File: src/rtl/cam_pwr_pkg.sv
// Shared types and helpers for the camera power path sequencers.
// The us-to-ticks conversion is also used by the power-up delay block.
package cam_pwr_pkg;

    typedef enum logic [2:0] {
        StOn     = 3'd0,
        StDrain  = 3'd1,
        StRst    = 3'd2,
        StPwrOff = 3'd3,
        StOff    = 3'd4
    } pwr_state_e;

    // Evaluated at elaboration; 64-bit product avoids overflow at high clock rates.
    function automatic int unsigned us_to_ticks(input int unsigned us,
                                                input int unsigned clk_freq);
        longint unsigned ticks;
        ticks = (64'(us) * 64'(clk_freq)) / 64'd1_000_000;
        if (ticks < 64'd1) begin
            ticks = 64'd1;
        end
        return 32'(ticks);
    endfunction

    function automatic int unsigned max_u(input int unsigned a, input int unsigned b);
        return (a > b) ? a : b;
    endfunction

endpackage

File: src/rtl/cam_pwdn_seq_if.sv
// Control/status bundle between system logic, CSI-2 receiver and the power-down sequencer.
interface cam_pwdn_seq_if;

    logic pwdn_req_i;
    logic csi_lp_idle_i;
    logic stream_en_o;
    logic cam_rst_n_o;
    logic cam_pwr_en_o;
    logic busy_o;
    logic pwdn_done_o;
    logic timeout_o;

    modport slave (
        input  pwdn_req_i,
        input  csi_lp_idle_i,
        output stream_en_o,
        output cam_rst_n_o,
        output cam_pwr_en_o,
        output busy_o,
        output pwdn_done_o,
        output timeout_o
    );

    modport master (
        output pwdn_req_i,
        output csi_lp_idle_i,
        input  stream_en_o,
        input  cam_rst_n_o,
        input  cam_pwr_en_o,
        input  busy_o,
        input  pwdn_done_o,
        input  timeout_o
    );

endinterface

File: src/rtl/cam_idle_filter.sv
// Run-length detector: stable_o flags the cycle on which idle_i completes a run of
// IDLE_STABLE consecutive high samples while enabled.
module cam_idle_filter #(
    parameter int unsigned IDLE_STABLE = 16
) (
    input  logic clk_i,
    input  logic rst_n_i,
    input  logic en_i,
    input  logic idle_i,
    output logic stable_o
);

    localparam int unsigned RunW = $clog2(IDLE_STABLE + 1);
    localparam logic [RunW-1:0] RunLast = RunW'(IDLE_STABLE - 1);

    logic [RunW-1:0] r_run;
    logic [RunW-1:0] w_run_d;

    always_comb begin
        w_run_d = '0;
        if (en_i && idle_i) begin
            w_run_d = (r_run == RunLast) ? r_run : r_run + 1'b1;
        end
    end

    always_ff @(posedge clk_i or negedge rst_n_i) begin
        if (!rst_n_i) begin
            r_run <= '0;
        end else begin
            r_run <= w_run_d;
        end
    end

    // Combinational so the sequencer can leave DRAIN on the very edge the run completes.
    assign stable_o = en_i && idle_i && (r_run == RunLast);

endmodule

File: src/rtl/cam_pwdn_seq.sv
// Orderly camera power-down: stop stream, drain CSI-2 lanes, hold sensor reset,
// drop sensor power, then report done after a settle time.
module cam_pwdn_seq
    import cam_pwr_pkg::*;
#(
    parameter int unsigned CLK_FREQ        = 74_250_000,
    parameter int unsigned IDLE_STABLE     = 16,
    parameter int unsigned IDLE_TIMEOUT_US = 1000,
    parameter int unsigned RST_HOLD_US     = 10,
    parameter int unsigned PWR_OFF_US      = 100
) (
    input logic           clk_i,
    input logic           rst_n_i,
    cam_pwdn_seq_if.slave bus
);

    localparam int unsigned TimeoutTicks = us_to_ticks(IDLE_TIMEOUT_US, CLK_FREQ);
    localparam int unsigned HoldTicks    = us_to_ticks(RST_HOLD_US, CLK_FREQ);
    localparam int unsigned OffTicks     = us_to_ticks(PWR_OFF_US, CLK_FREQ);
    localparam int unsigned MaxTicks     = max_u(max_u(TimeoutTicks, HoldTicks),
                                                 max_u(OffTicks, IDLE_STABLE));
    localparam int unsigned CntW         = $clog2(MaxTicks + 1);

    localparam logic [CntW-1:0] TimeoutLast = CntW'(TimeoutTicks - 1);
    localparam logic [CntW-1:0] HoldLast    = CntW'(HoldTicks - 1);
    localparam logic [CntW-1:0] OffLast     = CntW'(OffTicks - 1);

    pwr_state_e      r_state;
    pwr_state_e      w_state_d;
    logic [CntW-1:0] r_cnt;
    logic [CntW-1:0] w_cnt_d;
    logic            w_timeout_hit;
    logic            w_stable_idle;

    logic r_stream_en, r_cam_rst_n, r_cam_pwr_en, r_busy, r_done, r_timeout;
    logic w_stream_en_d, w_cam_rst_n_d, w_cam_pwr_en_d, w_busy_d, w_done_d, w_timeout_d;

    cam_idle_filter #(
        .IDLE_STABLE (IDLE_STABLE)
    ) u_idle_filter (
        .clk_i    (clk_i),
        .rst_n_i  (rst_n_i),
        .en_i     (r_state == StDrain),
        .idle_i   (bus.csi_lp_idle_i),
        .stable_o (w_stable_idle)
    );

    always_ff @(posedge clk_i or negedge rst_n_i) begin
        if (!rst_n_i) begin
            r_state      <= StOn;
            r_cnt        <= '0;
            r_stream_en  <= 1'b1;
            r_cam_rst_n  <= 1'b1;
            r_cam_pwr_en <= 1'b1;
            r_busy       <= 1'b0;
            r_done       <= 1'b0;
            r_timeout    <= 1'b0;
        end else begin
            r_state      <= w_state_d;
            r_cnt        <= w_cnt_d;
            r_stream_en  <= w_stream_en_d;
            r_cam_rst_n  <= w_cam_rst_n_d;
            r_cam_pwr_en <= w_cam_pwr_en_d;
            r_busy       <= w_busy_d;
            r_done       <= w_done_d;
            r_timeout    <= w_timeout_d;
        end
    end

    // Each timed phase counts 0..N-1 and leaves on the Nth edge, clearing the counter.
    always_comb begin
        w_state_d     = r_state;
        w_cnt_d       = r_cnt;
        w_timeout_hit = 1'b0;
        unique case (r_state)
            StOn: begin
                w_cnt_d = '0;
                if (bus.pwdn_req_i) begin
                    w_state_d = StDrain;
                end
            end
            StDrain: begin
                w_cnt_d = r_cnt + 1'b1;
                if (w_stable_idle) begin
                    w_state_d = StRst;
                    w_cnt_d   = '0;
                end else if (r_cnt == TimeoutLast) begin
                    w_state_d     = StRst;
                    w_cnt_d       = '0;
                    w_timeout_hit = 1'b1;
                end
            end
            StRst: begin
                w_cnt_d = r_cnt + 1'b1;
                if (r_cnt == HoldLast) begin
                    w_state_d = StPwrOff;
                    w_cnt_d   = '0;
                end
            end
            StPwrOff: begin
                w_cnt_d = r_cnt + 1'b1;
                if (r_cnt == OffLast) begin
                    w_state_d = StOff;
                    w_cnt_d   = '0;
                end
            end
            StOff: begin
                w_cnt_d = '0;
            end
            default: begin
                w_state_d = StOn;
                w_cnt_d   = '0;
            end
        endcase
    end

    // Outputs follow the next state, so every rail change lands on the transition edge.
    always_comb begin
        w_stream_en_d  = (w_state_d == StOn);
        w_cam_rst_n_d  = (w_state_d == StOn) || (w_state_d == StDrain);
        w_cam_pwr_en_d = w_cam_rst_n_d || (w_state_d == StRst);
        w_busy_d       = (w_state_d == StDrain) || (w_state_d == StRst) ||
                         (w_state_d == StPwrOff);
        w_done_d       = (w_state_d == StOff);
        w_timeout_d    = r_timeout || w_timeout_hit;
    end

    assign bus.stream_en_o  = r_stream_en;
    assign bus.cam_rst_n_o  = r_cam_rst_n;
    assign bus.cam_pwr_en_o = r_cam_pwr_en;
    assign bus.busy_o       = r_busy;
    assign bus.pwdn_done_o  = r_done;
    assign bus.timeout_o    = r_timeout;

endmodule

File: src/flat_wrapper.sv
// flat-port wrapper written by rule: the top's interface ports become plain ports
module cam_pwdn_seq_flat import cam_pwr_pkg::*;
#(
    parameter int unsigned CLK_FREQ        = 74_250_000,
    parameter int unsigned IDLE_STABLE     = 16,
    parameter int unsigned IDLE_TIMEOUT_US = 1000,
    parameter int unsigned RST_HOLD_US     = 10,
    parameter int unsigned PWR_OFF_US      = 100
)
  (clk_i, rst_n_i, bus_pwdn_req_i, bus_csi_lp_idle_i, bus_stream_en_o, bus_cam_rst_n_o, bus_cam_pwr_en_o, bus_busy_o, bus_pwdn_done_o, bus_timeout_o);
  cam_pwdn_seq_if bus_i ();
  input logic clk_i;
  input logic rst_n_i;
  input wire logic [$bits(bus_i.pwdn_req_i)-1:0] bus_pwdn_req_i;
  input wire logic [$bits(bus_i.csi_lp_idle_i)-1:0] bus_csi_lp_idle_i;
  output wire logic [$bits(bus_i.stream_en_o)-1:0] bus_stream_en_o;
  output wire logic [$bits(bus_i.cam_rst_n_o)-1:0] bus_cam_rst_n_o;
  output wire logic [$bits(bus_i.cam_pwr_en_o)-1:0] bus_cam_pwr_en_o;
  output wire logic [$bits(bus_i.busy_o)-1:0] bus_busy_o;
  output wire logic [$bits(bus_i.pwdn_done_o)-1:0] bus_pwdn_done_o;
  output wire logic [$bits(bus_i.timeout_o)-1:0] bus_timeout_o;
  assign bus_i.pwdn_req_i = bus_pwdn_req_i;
  assign bus_i.csi_lp_idle_i = bus_csi_lp_idle_i;
  assign bus_stream_en_o = bus_i.stream_en_o;
  assign bus_cam_rst_n_o = bus_i.cam_rst_n_o;
  assign bus_cam_pwr_en_o = bus_i.cam_pwr_en_o;
  assign bus_busy_o = bus_i.busy_o;
  assign bus_pwdn_done_o = bus_i.pwdn_done_o;
  assign bus_timeout_o = bus_i.timeout_o;
  cam_pwdn_seq #(.CLK_FREQ(CLK_FREQ), .IDLE_STABLE(IDLE_STABLE), .IDLE_TIMEOUT_US(IDLE_TIMEOUT_US), .RST_HOLD_US(RST_HOLD_US), .PWR_OFF_US(PWR_OFF_US)) u_core (.clk_i(clk_i), .rst_n_i(rst_n_i), .bus(bus_i));
endmodule
File: config.mk
export PLATFORM = sky130hd
export DESIGN_NAME = cam_pwdn_seq_flat
export DESIGN_NICKNAME = d
export VERILOG_FILES = /design/src/rtl/cam_pwr_pkg.sv /design/src/rtl/cam_pwdn_seq_if.sv /design/src/rtl/cam_idle_filter.sv /design/src/rtl/cam_pwdn_seq.sv /design/src/flat_wrapper.sv
export SDC_FILE = /design/constraint.sdc
export NUM_CORES = 1
export LEC_CHECK = 0
export ABC_AREA = 1
export ABC_CLOCK_PERIOD_IN_PS = 1700
export BUFFER_PORTS_ARGS = -buffer_cell sky130_fd_sc_hd__buf_2
export CAP_MARGIN = 10
export CORE_ASPECT_RATIO = 1.5
export CORE_MARGIN = 5
export CORE_UTILIZATION = 54
export DETAILED_ROUTE_END_ITERATION = 7
export PLACE_DENSITY = 0.82
export SLEW_MARGIN = 20
export SYNTH_ARGS = -nofsm -noshare
export SYNTH_HDL_FRONTEND = slang
export SYNTH_SLANG_ARGS = --single-unit
File: constraint.sdc
create_clock -name clk_i -period 1.7 [get_ports clk_i]
set_input_delay 0.17 -clock clk_i [delete_from_list [all_inputs] [get_ports clk_i]]
set_output_delay 0.17 -clock clk_i [all_outputs]
set_load 0.005 [all_outputs]
======== After elaboration in Yosys (flattened, before gate mapping) ========
Cells that the tools add are included.
storage, ports and cells
  register bits ........................... 31
  word-level logic and storage cells ...... 49
  bits of input ports ..................... 4
  output and inout port bits .............. 6
operators by class
  muxes and demuxes ....................... 16
  add/subtract/negate cells ............... 2
  reductions and logical operators ........ 9
  equality and inequality tests ........... 13
operators with widths
  cell                                                   number
  two-way mux 17 bit                                     4
  one-hot mux 17 bit (3 select lines)                    1
  adder 17 x 1 -> 17 bit, second input constant          1
  equality test 17 x 10 -> 1 bit, second input constant  1
  equality test 17 x 13 -> 1 bit, second input constant  1
  equality test 17 bit, second input constant            1
  two-way mux 3 bit                                      5
  one-hot mux 3 bit (5 select lines)                     1
  equality test 3 x 2 -> 1 bit, second input constant    4
  two-way mux 5 bit                                      2
  equality test 3 x 1 -> 1 bit, second input constant    2
  equality test 3 bit, second input constant             2
  zero test 3 bit                                        2
  adder 5 x 1 -> 5 bit, second input constant            1
  equality test 5 x 4 -> 1 bit, second input constant    1
  logical OR 1 bit                                       5
  two-way mux 1 bit                                      3
  logical AND 1 bit                                      2
  inequality test 2 bit, second input constant           1

======== Depth between registers and ports, before layout ========
  depth after elaboration ................. 8
  depth in mapped cells ................... 12
  depth with buffers taken out ............ 12

======== Cells and area by module ========
A second synthesis with hierarchy kept.
second synthesis, totals
  cells, all modules ...................... 261
  area, all modules ....................... 1,891.8 um^2
modules (own cells, without submodules)
  module           seq. area each (um^2)  area an instance (um^2)  instances  cells each
  cam_pwdn_seq     654.4                  1,625.3                  1          228
  cam_idle_filter  125.1                  266.5                    1          33

======== Least setup slack after synthesis ========
No wires, ideal clock.
  path type ............................... register -> register
  from .................................... reg u_core.u_idle_filter.r_run[0]
  to ...................................... reg u_core.r_cnt[13]
  cell stages (with the launch flop) ...... 12
  setup slack ............................. 0.015 ns
  data required time ...................... 1.629 ns
  period minus slack after synthesis ...... 1.685 ns
  arrival time ............................ 1.614 ns
  buffers on the path ..................... 2
  library setup time ...................... 0.071 ns
  path through ............................ dfrtp_1 ha_1 nand2_1 nor2_1 ha_1 clkbuf_1 a21oi_1 nand2_2 nand3_4 buf_6 nand2_1 nor2_1
on the way
  longest elaborated chain between the ends .. 4
ends and longest elaborated chain
  element                              line                   text
  start: declaration                   cam_idle_filter.sv:16  logic [RunW-1:0] r_run;
  start signal: assignment             cam_idle_filter.sv:30  r_run <= w_run_d;
  equality test 5 x 4 -> 1 bit         cam_idle_filter.sv:35  assign stable_o = en_i && idle_i && (r_run == RunLast);
  logical AND 1 bit                    cam_idle_filter.sv:35
  two-way mux 17 bit                   cam_pwdn_seq.sv:84     if (w_stable_idle) begin
  one-hot mux 17 bit (3 select lines)  cam_pwdn_seq.sv:75     unique case (r_state)
  via u_core.w_cnt_d[13]               cam_pwdn_seq.sv:31     logic [CntW-1:0] w_cnt_d;
  end signal: assignment               cam_pwdn_seq.sv:60     r_cnt <= w_cnt_d;
  end: declaration                     cam_pwdn_seq.sv:30     logic [CntW-1:0] r_cnt;
The timed path passes the listed nets, and every way through them passes these cells.
A chain may end at the register's enable or synchronous reset.

======== Worst setup path after layout ========
  from .................................... reg u_core.r_cnt[1]
  to ...................................... reg u_core.r_cnt[5]
on the way
  longest elaborated chain between the ends .. 4
  elaborated cells on any way between the ends .. 9
  those cells by class .................... 1 x add/sub; 3 x eq/ne; 5 x mux
ends and longest elaborated chain
  element                                                                line                text
  adder 17 x 1 -> 17 bit / equality test 17 bit (equally long branches)  --
  two-way mux 17 bit                                                     cam_pwdn_seq.sv:87  end else if (r_cnt == TimeoutLast) begin
  two-way mux 17 bit                                                     cam_pwdn_seq.sv:84
  one-hot mux 17 bit (3 select lines) (*)                                cam_pwdn_seq.sv:75
  via u_core.w_cnt_d[5]                                                  cam_pwdn_seq.sv:31
The timed path passes the listed nets; every way through them passes the cells marked *.

==> out/results.ini <==
[timing]
final_max_slew_viol_count=0
worst_pin_slew_ns=0.672
setup_viol=0
finalHoldViolations=0
relSlewSlack=0.552
fmax_ghz=0.633
period_share=0.929
fin_skew_ns=0.00265
finalSetupTns_ns=0
finalCriticalPeriod_ns=1.58

[cells_and_area]
utilization=0.633
n_antenna_cell=0
layout.cell_area.non_filler_um2=2160
post_layout_nonfiller_instances=330
multi_input_area_um2=943
syn2layout_area_growth_pct=12.7
seq_area_um2=779
fin_nets=296
n_fill_cell=314
drive_gt1_frac=0.215

[die]
initial_utilization=0.561
core.rowCount=26
dieArea_um2=4870
core_area_um2=3420
io_pins=10
fp.dieW_um=58.6
die_h_um=83.0

[power]
clock_power_share=0.438
p_leak_uw=0.00114
finalPower_uw=1350
p_sw_frac=0.206
powerDensity_nw_per_um2=623
power.switching_uw=278
ir_drop_mv=0.506
share_seq_of_total_power=0.549
intPower_uw=1070
p_comb_frac=0.014

[worst_setup_path]
cp-end-kind=register
critical_path_required_ns=1.87
cp_slowest_cell=dfrtp_1
start_kind=register
worstPathMaxFanout=7
timing.rr.end=u_core.r_cnt[5]
cp_cell_sequence=inv_2 > ha_2 > inv_1 > nor2_4 > nand2_1 > nor2_2 > nand2_1 > nand2_2 > nand3_4 > inv_4 > nor2_1
r2r_cells=11
arrival_ns=1.75
slowest_delay_ns=0.41
worstSetupEndpoint=u_core.r_cnt[5]
crit_family=simple AND/OR/NAND/NOR gates
critPathBufInv=3
r2r_slack_ns=0.12
r2r_start=u_core.r_cnt[1]
cp-startpoint=u_core.r_cnt[1]
cp.depth=11
crit_top_cell=nand2_1
critical_path_class=register to register

[route]
wl_um=3920
routedWlPerCell_um=11.9
ant_nets=0
via_per_inst=5.07
drt_iter0_markers=98
drtPass1Iterations=4
route.detailed.drc=0
vias=1672

[synthesis]
ys_warn_count=0
synth_largest_area_cell=dfrtp_1
synth_area_leaders=dfrtp_1, nand2_1, nor2_1
synth_seq_area_share=0.407
synth_most_common_cell=nand2_1
async_reset_ff_frac=1.00
synth_cell_types=27
synth.cell_area_um2=1920
yosys_register_bits=31
postSynthCellCount=268
syn_area_per_cell_um2=7.15
synth-edff-count=0
synth_top_area_share=0.366
syn_nets=277
synth_common_cells=nand2_1, nor2_1, inv_1
synth_ff_type=dfrtp_1

[placed_design]
place_hpwl_um=2940
dpl_cell_area_um2=2010
place_inst=320
finalWeightedCongestion=0.889
port_buffers=9

[cts]
root_buffer=clkbuf_8
path_clk_slew_ns=0.06
cts.sinks=31
clk_latency_ns=0.28
cts.htree.levels=2
cts-buffers-inserted=5
cts_setup_buffers=0
cts.path.max_buffers=2
cts_tree=done

[global_route]
overflow=0
grt_max_degree=32
grt_pass1_vias=1704
antenna_found_initial=0
grt_pass1_wl_um=6740
grt_use_total=0.177

[outcome]
outcome=completed

[flow_run]
cap_viol_max_count=0

[min_path]
min_path_type=input port to register

## kinds of logic (layout without fill, tap and decap cells)
family | Yosys count | after routing | share of synthesized area
buffers and inverters | 56 | 75 | 0.123
AO/OA/AOI/OAI | 12 | 12 | 0.0346
flip-flops | 31 | 31 | 0.407
adder cells (fa/ha/maj) | 5 | 5 | 0.0326
AND/OR/NAND/NOR | 158 | 159 | 0.375
XOR/XNOR | 6 | 6 | 0.0274
## layout make-up
cell class / count / area share
inverters: 51 / 0.0898
well taps: 42 / 0.0243
repair buffers: 16 / 0.0463
flip-flops and latches: 31 / 0.361
multi-input cells: 182 / 0.437
clock inverters: 1 / 0.00232
clock buffers: 7 / 0.0400
## metal layers
layer | vias up | part of all wire | global-route usage
met5 | - | 0 | 0
met4 | 0 | 0.025 | 0.0969
met3 | 9 | 0.041 | 0.0326
met2 | 40 | 0.53 | 0.312
met1 | 768 | 0.40 | 0.191
li1 | 855 | - | -
## how the worst min path moves through the flow
stage / depth (start not counted) / start / slack, ns / endpoint
after floorplan: 0 / rst_n_i / -0.13 / u_core.bus.busy_o
after global placement: 1 / rst_n_i / 0.23 / u_core.u_idle_filter.r_run[3]
after detailed placement: 1 / rst_n_i / 0.24 / u_core.u_idle_filter.r_run[3]
after CTS: 3 / bus_csi_lp_idle_i / 0.25 / u_core.u_idle_filter.r_run[1]
after global routing: 3 / bus_csi_lp_idle_i / 0.29 / u_core.u_idle_filter.r_run[0]
final: 3 / bus_csi_lp_idle_i / 0.25 / u_core.u_idle_filter.r_run[1]
## per-stage QoR
| stage | worst slack, ns | hold slack [ns] |
|---|---|---|
| finish | 0.121 | 0.250 |
| global route | -0.0241 | 0.293 |
| CTS | 0.0199 | 0.250 |
| detailed placement | -0.00692 | 0.243 |
| global placement | 0.0633 | 0.233 |
| floorplan | 0.0152 | -0.126 |
## worst register-to-register path, cell delays in order, from the launching register on
cell and delay (ns):
dfrtp_1 0.41, inv_2 0.08, ha_2 0.17, inv_1 0.06, nor2_4 0.09, nand2_1 0.07
nor2_2 0.11, nand2_1 0.07, nand2_2 0.12, nand3_4 0.16, inv_4 0.11, nor2_1 0.04
## state kept, by name, summed over array words and instances, names as in the netlist
register / cells
u_core.bus.busy_o: 1
u_core.bus.timeout_o: 1
u_core.r_state: 3
u_core.bus.cam_pwr_en_o: 1
u_core.u_idle_filter.r_run: 5
u_core.bus.pwdn_done_o: 1
u_core.r_cnt: 17
u_core.bus.stream_en_o: 1
u_core.bus.cam_rst_n_o: 1
## power groups by stage
| stage | combinational, uW | sequential [uW] | clock (uW) |
|---|---|---|---|
| 5_1_grt | 22.9 | 738 | 635 |
| 4_1_cts | 19.9 | 738 | 606 |
| 2_1_floorplan | 0.00188 | 752 | 0 |
| 3_5_place_dp | 18.2 | 751 | 0 |
| 3_3_place_gp | 17.7 | 751 | 0 |
| 6_report | 18.7 | 738 | 589 |
## what timing repair did
item	CTS	global route
hold endpoints to repair	28	0
setup endpoints to repair	5	18
gates resized for setup	1	11
hold buffers	1	0
pin swaps	0	4
cloned	0	1
## layout by cell type (no fill, tap or decap), drive strengths merged
| master | synthesis | routed |
|---|---|---|
| dfrtp | 28 | 28 |
| o21ai | 5 | 5 |
| dfstp | 3 | 3 |
| o31ai | 1 | 1 |
| xor2 | 5 | 5 |
| dlygate4sd3 | 0 | 1 |
| nand3 | 24 | 25 |
| xnor2 | 1 | 1 |
| inv | 51 | 51 |
| clkinv | 0 | 1 |
| a31oi | 1 | 1 |
| nor3 | 7 | 7 |
| clkbuf | 1 | 7 |
| o21bai | 1 | 1 |
| nor2 | 54 | 54 |
| buf | 4 | 15 |
| nand2 | 66 | 66 |
| a21oi | 4 | 4 |
| nand4 | 6 | 6 |
| or2 | 1 | 1 |
| ha | 5 | 5 |
Note: power is estimated with default switching activity, not from simulation.
